==> src/rtl/trigger_handling_v3_pkg.sv <==
// Shared constants for the v3 trigger handler: default channel count and
// field widths, plus the FSM state encodings used by the top level.
package trigger_handling_v3_pkg;

    localparam int SCAL_NUM_L4 = 5;
    localparam int DELAY_BITS  = 4;
    localparam int PRETRG_BITS = 9;

    typedef logic [1:0] state_t;

    localparam logic [1:0] ST_IDLE    = 2'd0;
    localparam logic [1:0] ST_GATHER  = 2'd1;
    localparam logic [1:0] ST_DECIDE  = 2'd2;
    localparam logic [1:0] ST_HOLDOFF = 2'd3;

endpackage

==> src/rtl/trigger_handling_v3_trig_delay_line.sv <==
// Per-channel programmable delay for the {level, new} pair of one L4 channel.
// The input is injected at the slot chosen by the delay and then shifts toward
// slot 0, which is the output. A delay change therefore only affects bits
// entering from now on; bits already in flight keep their original timing.
// Output appears exactly delay+1 clocks after the input is presented.
module trigger_handling_v3_trig_delay_line #(
    parameter int DELAY_BITS = 4
) (
    input  logic                  clk,
    input  logic                  rst,
    input  logic [DELAY_BITS-1:0] delay,
    input  logic                  new_in,
    input  logic                  lvl_in,
    output logic                  new_out,
    output logic                  lvl_out
);
    import trigger_handling_v3_pkg::*;

    localparam int DEPTH = 2 ** DELAY_BITS;

    // Two bits per slot: [1] level, [0] new strobe; slot 0 in bits [1:0].
    logic [2*DEPTH-1:0] sr;
    logic [2*DEPTH-1:0] nxt;

    // Shift one slot toward the output and merge the new sample at the delay slot.
    always_comb begin
        nxt = {2'b00, sr[2*DEPTH-1:2]};
        nxt[{delay, 1'b0} +: 2] = nxt[{delay, 1'b0} +: 2] | {lvl_in, new_in};
    end

    // Shift register storage, cleared by reset.
    always_ff @(posedge clk or posedge rst) begin
        if (rst) begin
            sr <= '0;
        end else begin
            sr <= nxt;
        end
    end

    assign new_out = sr[0];
    assign lvl_out = sr[1];

endmodule

==> src/rtl/trigger_handling_v3.sv <==
// Delay-aligned L4 coincidence and T1 generator.
// Each channel is delayed by its own programmable amount, aligned arrivals are
// gathered over a coincidence window, and a decision issues T1 with the largest
// pretrigger offset of the matched set, followed by a holdoff.
// Optional feature macro: TRIG_MULTIPLICITY_EN (adds min_mult_i and a minimum
// matched-channel count for a decision to fire).
// fsm_state exposes the controller state for observation.
module trigger_handling_v3 #(
    parameter int NUM_L4      = trigger_handling_v3_pkg::SCAL_NUM_L4,
    parameter int DELAY_BITS  = trigger_handling_v3_pkg::DELAY_BITS,
    parameter int PRETRG_BITS = trigger_handling_v3_pkg::PRETRG_BITS,
    parameter int WINDOW_BITS = 4,
    parameter int HOLDOFF     = 16
) (
    input  logic                            clk_i,
    input  logic                            rst_i,
    input  logic [NUM_L4*PRETRG_BITS-1:0]   pretrigger_vector_i,
    input  logic [NUM_L4*DELAY_BITS-1:0]    delay_vector_i,
    input  logic [WINDOW_BITS-1:0]          window_i,
    input  logic [NUM_L4-1:0]               l4_i,
    input  logic [NUM_L4-1:0]               l4_new_i,
    input  logic                            T1_mask_i,
    input  logic                            disable_i,
    input  logic                            disable_ce_i,
`ifdef TRIG_MULTIPLICITY_EN
    input  logic [$clog2(NUM_L4+1)-1:0]     min_mult_i,
`endif
    output logic [NUM_L4-1:0]               l4_matched_o,
    output logic [NUM_L4-1:0]               l4_new_o,
    output logic                            T1_o,
    output logic                            T1_scaler_o,
    output logic [PRETRG_BITS-1:0]          T1_offset_o,
    output logic                            busy_o,
    output trigger_handling_v3_pkg::state_t fsm_state
);
    import trigger_handling_v3_pkg::*;

    localparam int HO_W = $clog2(HOLDOFF + 2);

    logic [NUM_L4-1:0]      arr;
    logic [NUM_L4-1:0]      lvl;
    state_t                 state;
    logic                   dis;
    logic [NUM_L4-1:0]      acc;
    logic [NUM_L4-1:0]      matched_q;
    logic [WINDOW_BITS-1:0] win_cnt;
    logic [HO_W-1:0]        ho_cnt;
    logic [PRETRG_BITS-1:0] max_pt;
    logic                   mult_ok;

    for (genvar k = 0; k < NUM_L4; k++) begin : g_dl
        trigger_handling_v3_trig_delay_line #(
            .DELAY_BITS(DELAY_BITS)
        ) u_dl (
            .clk     (clk_i),
            .rst     (rst_i),
            .delay   (delay_vector_i[k*DELAY_BITS +: DELAY_BITS]),
            .new_in  (l4_new_i[k]),
            .lvl_in  (l4_i[k]),
            .new_out (arr[k]),
            .lvl_out (lvl[k])
        );
    end

    // Largest pretrigger among the matched channels; an empty or all-zero set gives 0.
    always_comb begin
        max_pt = '0;
        for (int k = 0; k < NUM_L4; k++) begin
            if (matched_q[k] && (pretrigger_vector_i[k*PRETRG_BITS +: PRETRG_BITS] > max_pt)) begin
                max_pt = pretrigger_vector_i[k*PRETRG_BITS +: PRETRG_BITS];
            end
        end
    end

`ifdef TRIG_MULTIPLICITY_EN
    localparam int MW = $clog2(NUM_L4 + 1);
    logic [MW-1:0] mult_cnt;
    logic [MW-1:0] mult_need;

    // Count matched channels against the programmed minimum; 0 acts as 1.
    always_comb begin
        mult_cnt = '0;
        for (int k = 0; k < NUM_L4; k++) begin
            mult_cnt = mult_cnt + MW'(matched_q[k]);
        end
        mult_need = (min_mult_i == '0) ? MW'(1) : min_mult_i;
        mult_ok   = (mult_cnt >= mult_need);
    end
`else
    // A gathered set always holds at least the opening arrival, so it always fires.
    assign mult_ok = 1'b1;
`endif

    // Disable flag, coincidence FSM and registered trigger outputs.
    always_ff @(posedge clk_i or posedge rst_i) begin
        if (rst_i) begin
            state        <= ST_IDLE;
            dis          <= 1'b0;
            acc          <= '0;
            matched_q    <= '0;
            win_cnt      <= '0;
            ho_cnt       <= '0;
            l4_matched_o <= '0;
            l4_new_o     <= '0;
            T1_o         <= 1'b0;
            T1_scaler_o  <= 1'b0;
            T1_offset_o  <= '0;
        end else begin
            if (disable_ce_i) begin
                dis <= disable_i;
            end
            T1_o        <= 1'b0;
            T1_scaler_o <= 1'b0;
            l4_new_o    <= '0;
            case (state)
                ST_IDLE: begin
                    if ((arr != '0) && !dis) begin
                        state   <= ST_GATHER;
                        acc     <= arr;
                        win_cnt <= (window_i == '0) ? WINDOW_BITS'(1) : window_i;
                    end
                end
                ST_GATHER: begin
                    if (dis) begin
                        state <= ST_IDLE;
                    end else if (win_cnt == WINDOW_BITS'(1)) begin
                        matched_q <= acc | arr | lvl;
                        state     <= ST_DECIDE;
                    end else begin
                        acc     <= acc | arr;
                        win_cnt <= win_cnt - WINDOW_BITS'(1);
                    end
                end
                ST_DECIDE: begin
                    if (mult_ok) begin
                        T1_scaler_o  <= 1'b1;
                        T1_o         <= ~T1_mask_i;
                        l4_new_o     <= matched_q;
                        l4_matched_o <= matched_q;
                        T1_offset_o  <= max_pt;
                        if (HOLDOFF == 0) begin
                            state <= ST_IDLE;
                        end else begin
                            state  <= ST_HOLDOFF;
                            ho_cnt <= HO_W'(HOLDOFF);
                        end
                    end else begin
                        state <= ST_IDLE;
                    end
                end
                ST_HOLDOFF: begin
                    if (ho_cnt == HO_W'(1)) begin
                        state <= ST_IDLE;
                    end else begin
                        ho_cnt <= ho_cnt - HO_W'(1);
                    end
                end
                default: state <= ST_IDLE;
            endcase
        end
    end

    assign busy_o    = (state == ST_GATHER) || (state == ST_HOLDOFF);
    assign fsm_state = state;

endmodule
==> config.mk <==
export PLATFORM = sky130hd
export DESIGN_NAME = trigger_handling_v3
export DESIGN_NICKNAME = d
export VERILOG_FILES = /design/src/rtl/trigger_handling_v3_pkg.sv /design/src/rtl/trigger_handling_v3_trig_delay_line.sv /design/src/rtl/trigger_handling_v3.sv
export SDC_FILE = /design/constraint.sdc
export NUM_CORES = 1
export LEC_CHECK = 0
export CORE_MARGIN = 5
export CORE_UTILIZATION = 53
export DETAILED_ROUTE_END_ITERATION = 16
export PLACE_DENSITY = 0.77
export SLEW_MARGIN = 20
export SYNTH_ARGS = -nofsm -noshare
export SYNTH_HDL_FRONTEND = slang
export SYNTH_HIERARCHICAL = 1
export SYNTH_SLANG_ARGS = --single-unit
==> constraint.sdc <==
create_clock -name clk_i -period 7.95 [get_ports clk_i]
set_clock_uncertainty 0.15 [all_clocks]
set_input_delay 1.1925 -clock clk_i [delete_from_list [all_inputs] [get_ports clk_i]]
set_output_delay 1.1925 -clock clk_i [all_outputs]
set_load 0.01 [all_outputs]
# After elaboration in Yosys (flattened, before gate mapping)
# Index checks and enable logic that the tools add are counted.
# classes
n_bitwise	9
reduce_logical	17
order_cmp	5
shifts	15
n_div	0
add_sub_neg	7
eq_ne	11
multipliers	0
mux	29
# ops
operator	count
bitwise mux 32 bit	5
variable shift 2 x 7 -> 32 bit (first input constant)	5
variable part select 2 x 7 -> 32 bit	5
variable part select 32 x 6 -> 2 bit	5
2-to-1 mux 9 bit	5
greater-than comparator 9 bit	4
negator 5 -> 7 bit	5
2-to-1 mux 5 bit	5
one-hot mux 5 bit (2 select lines)	2
2-to-1 mux 4 bit	4
inequality test 2 bit (second input constant)	5
OR 2 bit	5
OR 5 bit	2
greater-than comparator 9 x 1 -> 1 bit (second input constant)	1
2-to-1 mux 2 bit	4
one-hot mux 2 bit (4 select lines)	1
one-hot mux 4 bit (2 select lines)	1
logical AND 1 bit	6
AND reduction 3 bit	2
equality test 5 x 1 -> 1 bit (second input constant)	1
nonzero test 5 bit	1
subtractor 5 x 1 -> 5 bit (second input constant)	1
equality test 2 bit (second input constant)	2
equality test 4 x 1 -> 1 bit (second input constant)	1
other kinds (12)	15
# word_totals
rom_bits	0
mem_bits_rw	0
output_inout_bits	24
latch_bits	0
n_memories	0
register_bits	203

# Longest topological paths before layout
# Gate-level depths: netlist of the first run.
# depth
word_depth	15
depth_mapped	43

# Cells and area by module
# Netlist of the first run, hierarchy kept.
# modules_own_cells
mod	n_inst	cells_each	seq_area_each_um2	area_each_um2
trigger_handling_v3_trig_delay_line	5	181	800.8	1767.9
trigger_handling_v3	1	373	1076.0	3330.7

# Worst setup path after synthesis of the first run
# OpenSTA, ideal clock, no wires.
# synth_timing
path_type	input to register
start	input pretrigger_vector_i[5]
end	register T1_offset_o[1]
arrival_time_ps	8110
stages	40
path_slack_ps	-445
path_cell_list	nor4_1 a31oi_1 nand2_1 ha_1 a211oi_1 nor2_1 a2111oi_4 nor2_4 clkbuf_1 nor2_1 a21oi_1 ha_1 nand2_1 o211ai_1 o21a_1 o31ai_4 buf_4 o21ai_2 [4 not listed] nor2_1 a21boi_0 a31oi_1 a21oi_2 buf_2 mux2_2 ha_1 nor2b_1 o21a_1 o21ai_0 nand2b_1 a21oi_1 o21ai_0 a21o_1 clkbuf_1 clkbuf_1 a221oi_1 o22ai_1
# synth_via
elab_chain_cells	15
# synth_rtl
item	line_no	source
start: declaration	trigger_handling_v3.sv:17	input logic [NUM_L4*PRETRG_BITS-1:0] pretrigger_vector_i,
greater-than comparator 9 x 1 -> 1 bit	trigger_handling_v3.sv:69	if (matched_q[k] && (pretrigger_vector_i[k*PRETRG_BITS +: PRETRG_BITS] > max_pt)) begin
logical AND 1 bit	trigger_handling_v3.sv:69	
2-to-1 mux 9 bit *	trigger_handling_v3.sv:69	
greater-than comparator 9 bit	trigger_handling_v3.sv:69	
logical AND 1 bit	trigger_handling_v3.sv:69	
2-to-1 mux 9 bit *	trigger_handling_v3.sv:69	
greater-than comparator 9 bit	trigger_handling_v3.sv:69	
logical AND 1 bit	trigger_handling_v3.sv:69	
2-to-1 mux 9 bit *	trigger_handling_v3.sv:69	
greater-than comparator 9 bit	trigger_handling_v3.sv:69	
logical AND 1 bit	trigger_handling_v3.sv:69	
2-to-1 mux 9 bit *	trigger_handling_v3.sv:69	
greater-than comparator 9 bit	trigger_handling_v3.sv:69	
logical AND 1 bit	trigger_handling_v3.sv:69	
2-to-1 mux 9 bit *	trigger_handling_v3.sv:69	
end signal: assignment	trigger_handling_v3.sv:140	T1_offset_o <= max_pt;
end: declaration	trigger_handling_v3.sv:32	output logic [PRETRG_BITS-1:0] T1_offset_o,
# Mark *: on every way between the ends. The rest lies on a longest branch, timed or not.
# A chain may end at the register's enable or synchronous reset.

# Final worst setup path of the first run
# layout_timing
start	input pretrigger_vector_i[8]
end	register T1_offset_o[0]
# Same word-level chain as after synthesis.

==> out/qor.csv, run 1 <==
stage,metric,value,unit
placed_design,half-perimeter wire length after placement,21800,microns
worst_setup_path,data required time at the worst endpoint,8.16,ns
hold_path,end of the worst hold path,l4_matched_o[0],
placed_design,number of buffers added on ports,107,
pwr,peak supply drop,0.164,mV
synth,share of synthesized area occupied by flip-flops and latches,41.7,%
sta,fin. max-slew vios,0,
worst_setup_path,reg-to-reg setup timing slack,0.76,ns
final_layout,final-stage net count,1534,
drt,post-detailed-route wirelength per cell,18.2,microns
sta,post-route clock period utilization,94.8,%
clocking,CTS tree,done,
synth,cell type with the highest aggregate area in the netlist,sky130_fd_sc_hd__dfrtp_1,
hold_path,startpoint of the most critical hold path,l4_matched_o[0],
worst_setup_path,master of the slowest instance on the critical path,sky130_fd_sc_hd__mux2_4,
pwr,Power Total,3740,uW
final_layout,total of fill cells in the finished design,1784,
die,Chip Width,162,microns
sta,relative slew slack,27.8,%
grt,overall routing resource usage,22.8,%
final_layout,area occupied by multi-input gates,0.00674,sq mm
clocking,buffer cell driving the clock tree root,sky130_fd_sc_hd__clkbuf_16,
pwr,power density of the placed cells,254,mW/mm^2
clocking,number of buffers inserted during clock tree synthesis,23,
placed_design,Final Wtd Congestion,0.926,
synth,prevailing post-synth register cell,sky130_fd_sc_hd__dfrtp_1,
drt,ANT nets after route,0,
clocking,Clock Tree Buf Depth,3,
synth,Synth async-reset ratio,100,%
die,Core Region,0.0226,sq mm
drt,drt pass-1 iters,5,
sta,Achievable Freq,133,MHz
synth,syn nets,1419,
grt,number of global-route vias before repair,10200,
pwr,Pleak,0.00640,uW
hold_path,type of the worst min-delay path,reg -> reg,
clocking,CTS Sinks,203,
final_layout,Reg area,0.00508,sq mm
synth,dominant cell by count in the synthesized netlist,sky130_fd_sc_hd__dfrtp_1,
die,Total Die Area,0.0261,sq mm
die,ports placed on the boundary,108,
drt,routed via count,10400,
synth,count of distinct cell types in the synthesized netlist,67,
final_layout,area growth from synthesis to final layout,20.7,%
final_layout,"final std cell area, no fill",0.0147,sq mm
worst_setup_path,Crit Path Category,in -> reg,
grt,global route total overflow,0,
synth,"top cells by area, synth","sky130_fd_sc_hd__dfrtp_1, sky130_fd_sc_hd__ha_1, sky130_fd_sc_hd__nand2_1",
synth,post-synthesis cell count,1278,
sta,final hold violation count,0,
clocking,clock latency of the later-clocked register in the worst-skew pair,0.49,ns
final_layout,number of antenna cells inserted,0,
synth,Avg Synthesized Cell Area,9.52,sq um
die,floorplan row count,55,
worst_setup_path,longest individual stage delay on the worst path,0.34,ns
drt,WL final,30700,microns
sta,Worst-Margin Slew,1.08,ns
placed_design,instance area at placement,0.0136,sq mm
worst_setup_path,endpoint type of the worst setup path,flip-flop,
synth,number of synthesized register bits,203,
worst_setup_path,crit-path max FO,13,
worst_setup_path,endpoint of the worst register-to-register path,T1_offset_o[0],
clocking,CTS H-tree lvls,1,
die,floorplan die height,162,microns
job,Maximum Capacitance Violations,0,
synth,post-synthesis instance area,0.0122,sq mm
synth,Synth top cells by count,"sky130_fd_sc_hd__dfrtp_1, sky130_fd_sc_hd__nand2_1, sky130_fd_sc_hd__o21ai_0",
clocking,CTS clock-pin slew for the worst setup and hold paths,0.06,ns
grt,antenna violations before repair,1,
worst_setup_path,Startpoint Class,input port,
grt,largest net degree at the start of global routing,44,
status,status,completed,
die,initial cell density of the core,53.8,%
drt,initial DRC count,1129,
drt,average vias per placed instance,6.11,
synth,Post-synth EDFFs,0,
hold_path,worst hold path depth,1,
synth,count of synthesis-stage warnings from yosys,6,
worst_setup_path,r2r startpoint,matched_q[0],
drt,drc violations,0,
worst_setup_path,worst reg-to-reg path cell count,37,
sta,shortest period the worst path allows,7.54,ns
synth,area share of the largest cell type after synthesis,41.7,%
final_layout,ratio of cells with drive above 1 in the final layout,14.3,%
sta,Setup Viol. Count Final,0,
worst_setup_path,arrival time of the worst setup path,7.75,ns
grt,global-route wire length before repair,50100,microns
stage by stage:
step	utilization, %	hold slack [ns]	setup WS, ns	instances	TNS, ns
after floorplan	-	0.291	0.0222	1278	0
after global placement	59.9	0.308	-0.0902	1642	-0.695
after detailed placement	59.9	0.319	-0.382	1642	-3.00
after CTS	63.6	0.331	0.119	1683	0
after global routing	64.9	0.336	-0.103	1694	-0.414
final	64.9	0.330	0.411	1694	0
where the power goes:
| part | internal (uW) | switching [uW] |
|---|---|---|
| Combinational | 613 | 684 |
| Sequential | 1180 | 113 |
| Clock | 731 | 416 |
| Total | 2520 | 1210 |
registers in the layout (all words and copies together) (netlist names), 4 cells and up, named ones only:
| name | count |
|---|---|
| ho_cnt | 5 |
| g_dl.u_dl/sr | 160 |
| T1_offset_o | 9 |
| acc | 5 |
| win_cnt | 4 |
| l4_matched_o | 5 |
| matched_q | 5 |
| l4_new_o | 5 |
layout by cell type, fill, tap and decap left out, types with 11 or more instances in the layout:
master,n
sky130_fd_sc_hd__nand2b_1,18
sky130_fd_sc_hd__o2bb2ai_1,30
sky130_fd_sc_hd__o211ai_1,19
sky130_fd_sc_hd__o31ai_1,11
sky130_fd_sc_hd__o22ai_1,12
sky130_fd_sc_hd__o311a_1,15
sky130_fd_sc_hd__buf_4,48
sky130_fd_sc_hd__nor2_1,72
sky130_fd_sc_hd__nand2_1,189
sky130_fd_sc_hd__nor2b_1,13
sky130_fd_sc_hd__o21ai_0,102
sky130_fd_sc_hd__clkdlybuf4s50_1,98
sky130_fd_sc_hd__nand3_1,48
sky130_fd_sc_hd__a21oi_1,33
sky130_fd_sc_hd__inv_1,43
sky130_fd_sc_hd__mux4_2,15
sky130_fd_sc_hd__nand4_1,26
sky130_fd_sc_hd__ha_1,53
sky130_fd_sc_hd__a22o_1,15
sky130_fd_sc_hd__a31oi_1,13
sky130_fd_sc_hd__mux2i_1,24
sky130_fd_sc_hd__o21ai_1,59
sky130_fd_sc_hd__nand3b_1,15
sky130_fd_sc_hd__clkbuf_16,23
sky130_fd_sc_hd__mux2_2,12
sky130_fd_sc_hd__dfrtp_1,203
timing repair:
| action | 4_1_cts | 5_1_grt |
|---|---|---|
| endpoints found under the setup margin | 0 | 9 |
| gates resized for setup | 0 | 45 |
| hold buffers | 0 | 0 |
| setup buffers | 0 | 8 |
logic make-up (layout without fill, tap and decap cells):
family,after synthesis,after routing,share of synthesized area [%]
compound gates,369,370,21.1
buf+inv,116,245,4.72
xor+xnor,9,9,0.648
mux,66,66,8.01
fa+ha+maj,58,58,5.94
flops,203,203,41.7
simple gates,457,458,17.9
worst max-delay path, delay by kind of cell:
family	cells	cell delay (ns)
AO/OA/AOI/OAI	18	2.88
AND/OR/NAND/NOR	12	1.44
buffers and inverters	5	0.78
adder cells (fa/ha/maj)	4	1.10
multiplexers	1	0.34
worst max-delay path by stage:
stage	start	end	slack [ns]	depth (start not counted)
6_report	pretrigger_vector_i[8]	T1_offset_o[0]	0.41	40
5_1_grt	pretrigger_vector_i[8]	T1_offset_o[5]	-0.10	40
4_1_cts	pretrigger_vector_i[3]	T1_offset_o[6]	0.12	34
3_5_place_dp	pretrigger_vector_i[2]	T1_offset_o[6]	-0.38	32
3_3_place_gp	pretrigger_vector_i[3]	T1_offset_o[0]	-0.09	34
2_1_floorplan	pretrigger_vector_i[5]	T1_offset_o[3]	0.02	38
layer usage:
metal,GRT usage [%],wire length (microns),vias to the layer above,part of all wire (%)
li1,-,-,4907,-
met1,31.4,13700,5082,45
met2,38.3,14600,315,48
met3,3.65,1880,51,6.1
met4,5.12,527,2,1.7
met5,0,20,-,0.065
cell type report:
type                            instances  share of cell area (%)
Clock buffer                           27                    4.29
Clock inverter                         14                    1.41
Inverter                               45                    1.15
Multi-Input combinational cell        961                    45.9
Sequential cell                       203                    34.6
Tap cell                              285                    2.43
Timing Repair Buffer                  159                    10.2
Note: power is estimated with default switching activity, not from simulation.
==> run 2: changes to the inputs <==
Settings changed: CORE_ASPECT_RATIO from default to 1.1, GPL_ROUTABILITY_DRIVEN from default to 0.
==> run 2 against run 1 <==
Compared with the run above: clock power is 4% lower; wire length shrank 0.68%; worst setup slack worse by 0.12 ns; largest power group is now registers; first-iteration DRC count shrank 14%; hold slack worse by 0.0046 ns; global-route usage is essentially flat; clock-buffer cell count grew 4; non-clock buffer count is the same; largest cell class unchanged.
==> out/qor.csv, run 2 (synthesized netlist as in run 1, its figures left out) <==
stage,metric,value,unit,change
status,status,completed,,
worst_setup_path,Crit Path Category,in -> reg,,
drt,post-detailed-route wirelength per cell,17.9,microns,-1.2%
final_layout,number of antenna cells inserted,0,,unchanged
worst_setup_path,endpoint type of the worst setup path,flip-flop,,
sta,final hold violation count,0,,unchanged
worst_setup_path,arrival time of the worst setup path,7.93,ns,+0.18 ns
drt,initial DRC count,973,,-14%
grt,number of global-route vias before repair,10200,,-0.81%
drt,drc violations,0,,unchanged
drt,ANT nets after route,0,,unchanged
job,Maximum Capacitance Violations,0,,unchanged
pwr,Internal,2500,uW,-1.1%
sta,relative slew slack,30.7,%,+2.9 points
sta,fin. max-slew vios,0,,unchanged
worst_setup_path,Critical path buffers and inverters,4,,-1
die,initial cell density of the core,53.6,%,-0.17 points
sta,post-route clock period utilization,96.4,%,+1.5 points
die,Core Region,0.0227,sq mm,+0.33%
clocking,count of hold buffers inserted by post-cts repair,0,,unchanged
final_layout,"final std cell area, no fill",0.0146,sq mm,-0.26%
pwr,portion of total power attributed to sequential cells,35.2,%,+0.6 points
pwr,peak supply drop,0.127,mV,-22%
worst_setup_path,master of the slowest instance on the critical path,sky130_fd_sc_hd__a2111oi_4,,
worst_setup_path,kind of cell adding the most delay to the critical path,simple AND/OR/NAND/NOR gates,,
worst_setup_path,critical path depth in cells,32,,-20%
clocking,CTS clock-pin slew for the worst setup and hold paths,0.06,ns,about the same
pwr,P_sw,1180,uW,-2.4%
worst_setup_path,data required time at the worst endpoint,8.22,ns,+0.06 ns
sta,final setup TNS,0,ns,unchanged
die,ports placed on the boundary,108,,unchanged
final_layout,final cell count without fillers,1703,,+0.53%
grt,overall routing resource usage,22.8,%,+0.026 points
worst_setup_path,longest individual stage delay on the worst path,0.53,ns,+0.19 ns
grt,largest net degree at the start of global routing,44,,unchanged
hold_path,worst hold path depth,2,,+1
worst_setup_path,worst reg-to-reg path cell count,31,,-16%
placed_design,instance area at placement,0.0136,sq mm,+0.42%
die,Total Die Area,0.0261,sq mm,about the same
drt,drt pass-1 iters,5,,unchanged
die,Chip Width,154,microns,-4.4%
drt,WL final,30500,microns,-0.68%
placed_design,number of buffers added on ports,107,,unchanged
worst_setup_path,crit-path max FO,11,,-2
die,floorplan row count,58,,+5.5%
final_layout,ratio of cells with drive above 1 in the final layout,14.2,%,-0.082 points
drt,average vias per placed instance,6.04,,-1.3%
clocking,buffer cell driving the clock tree root,sky130_fd_sc_hd__clkbuf_16,,
clocking,CTS tree,done,,
pwr,Sw Share,32.2,%,-0.30 points
pwr,Pleak,0.00636,uW,-0.51%
sta,Worst-Margin Slew,1.04,ns,-0.0468 ns
final_layout,"leading cell type in the layout, fill and taps excluded",sky130_fd_sc_hd__dfrtp_1,,
final_layout,top register by number of flip-flops,g_dl.u_dl/sr,,
placed_design,half-perimeter wire length after placement,21700,microns,-0.30%
clocking,CTS H-tree lvls,1,,unchanged
sta,Achievable Freq,131,MHz,-1.6%
pwr,clock network fraction of total power,29.8,%,-0.9 points
pwr,power density of the placed cells,251,mW/mm^2,-1.3%
final_layout,final-stage net count,1532,,-0.13%
grt,antenna violations before repair,1,,unchanged
grt,global-route wire length before repair,50200,microns,+0.21%
hold_path,type of the worst min-delay path,reg -> reg,,
sta,shortest period the worst path allows,7.66,ns,+0.122 ns
pwr,combinational share of power,35.0,%,+0.3 points
grt,global route total overflow,0,,unchanged
worst_setup_path,Startpoint Class,input port,,
clocking,clock latency of the later-clocked register in the worst-skew pair,0.50,ns,about the same
die,floorplan die height,169,microns,+4.6%
final_layout,max reg flops,160,,unchanged
sta,final hold slack,0.326,ns,-0.00455 ns
final_layout,highest-count cells in the layout ignoring fill and taps,"sky130_fd_sc_hd__dfrtp_1, sky130_fd_sc_hd__nand2_1, sky130_fd_sc_hd__o21ai_0, sky130_fd_sc_hd__clkdlybuf4s50_1, sky130_fd_sc_hd__nor2_1",,
clocking,Clock Tree Buf Depth,3,,unchanged
placed_design,placed cell count,1662,,+1.2%
final_layout,area growth from synthesis to final layout,20.3,%,
sta,Setup Viol. Count Final,0,,unchanged
clocking,number of buffers inserted during clock tree synthesis,22,,-4.3%
final_layout,top flop regs,"g_dl.u_dl/sr x160, T1_offset_o x9",,
clocking,CTS Sinks,203,,unchanged
drt,routed via count,10300,,-0.76%
==> run 2: changes by cell type in the layout (fill, tap and decap cells not counted), sizes merged, moves of 2 or more <==
| cell | previous run | this run |
|---|---|---|
| clkbuf | 27 | 32 |
| clkinv | 5 | 1 |
| clkinvlp | 2 | 0 |
| inv | 47 | 45 |
==> run 2: area by class of cell <==
class                      instances  area [sq um]
multi-input combinational        960          6720
sequential                       203          5080
clock buffer                      31           656
fill                            1836          8070
timing repair buffer             159          1520
clock inverter                     5           129
inverter                          45           169
tap                              300           375
==> run 2: final timing paths <==
kind | slack [ns] | end | start
setup / recovery | 0.29 | T1_offset_o[5] | pretrigger_vector_i[4]
hold / removal | 0.33 | g_dl[2].u_dl/sr[18] | g_dl[2].u_dl/sr[20]
setup reg to reg | 0.75 | T1_offset_o[5] | matched_q[0]
hold reg to reg | 0.33 | g_dl[2].u_dl/sr[18] | g_dl[2].u_dl/sr[20]
max in group asynchronous | 5.80 | T1_o | rst_i
min in group asynchronous | 1.17 | g_dl[2].u_dl/sr[18] | rst_i
==> run 2: through the flow <==
step / setup WS [ns] / utilization, % / total power [uW]
after global routing: -0.0166 / 64.5 / 3890
after floorplan: 0.0222 / - / 2040
after global placement: -0.0591 / 59.9 / 2450
after detailed placement: -0.297 / 59.9 / 2490
final: 0.289 / 64.5 / 3680
after CTS: 0.179 / 63.4 / 3610
==> run 2: metal layers <==
metal	track usage, %	part of all wire [%]	up-vias
met5	0	0.036	-
met4	6.22	1.8	2
met3	3.45	6.1	46
met2	38.6	49	323
met1	30.8	43	5019
li1	-	-	4888
==> run 2: worst register-to-register path: cells and delay by family, from the launching register on <==
kind	cells	cell delay [ns]
buffers and inverters	4	0.79
and+or+nand+nor	12	2.03
muxes	1	0.35
DFF	1	0.52
AOI/OAI and AO/OA	10	2.10
adders and majority gates	4	1.16
==> run 2: timing repair <==
item | in CTS | in global routing
setup endpoints to repair | 0 | 9
setup buffers | 0 | 3
gates resized for setup | 0 | 46
==> run 2: power groups by stage <==
stage	Sequential [uW]	Combinational [uW]	Clock [uW]
detailed placement	1310	1190	0
global route	1310	1410	1170
floorplan	1280	761	0
CTS	1290	1190	1120
finish	1300	1290	1100
global placement	1300	1150	0
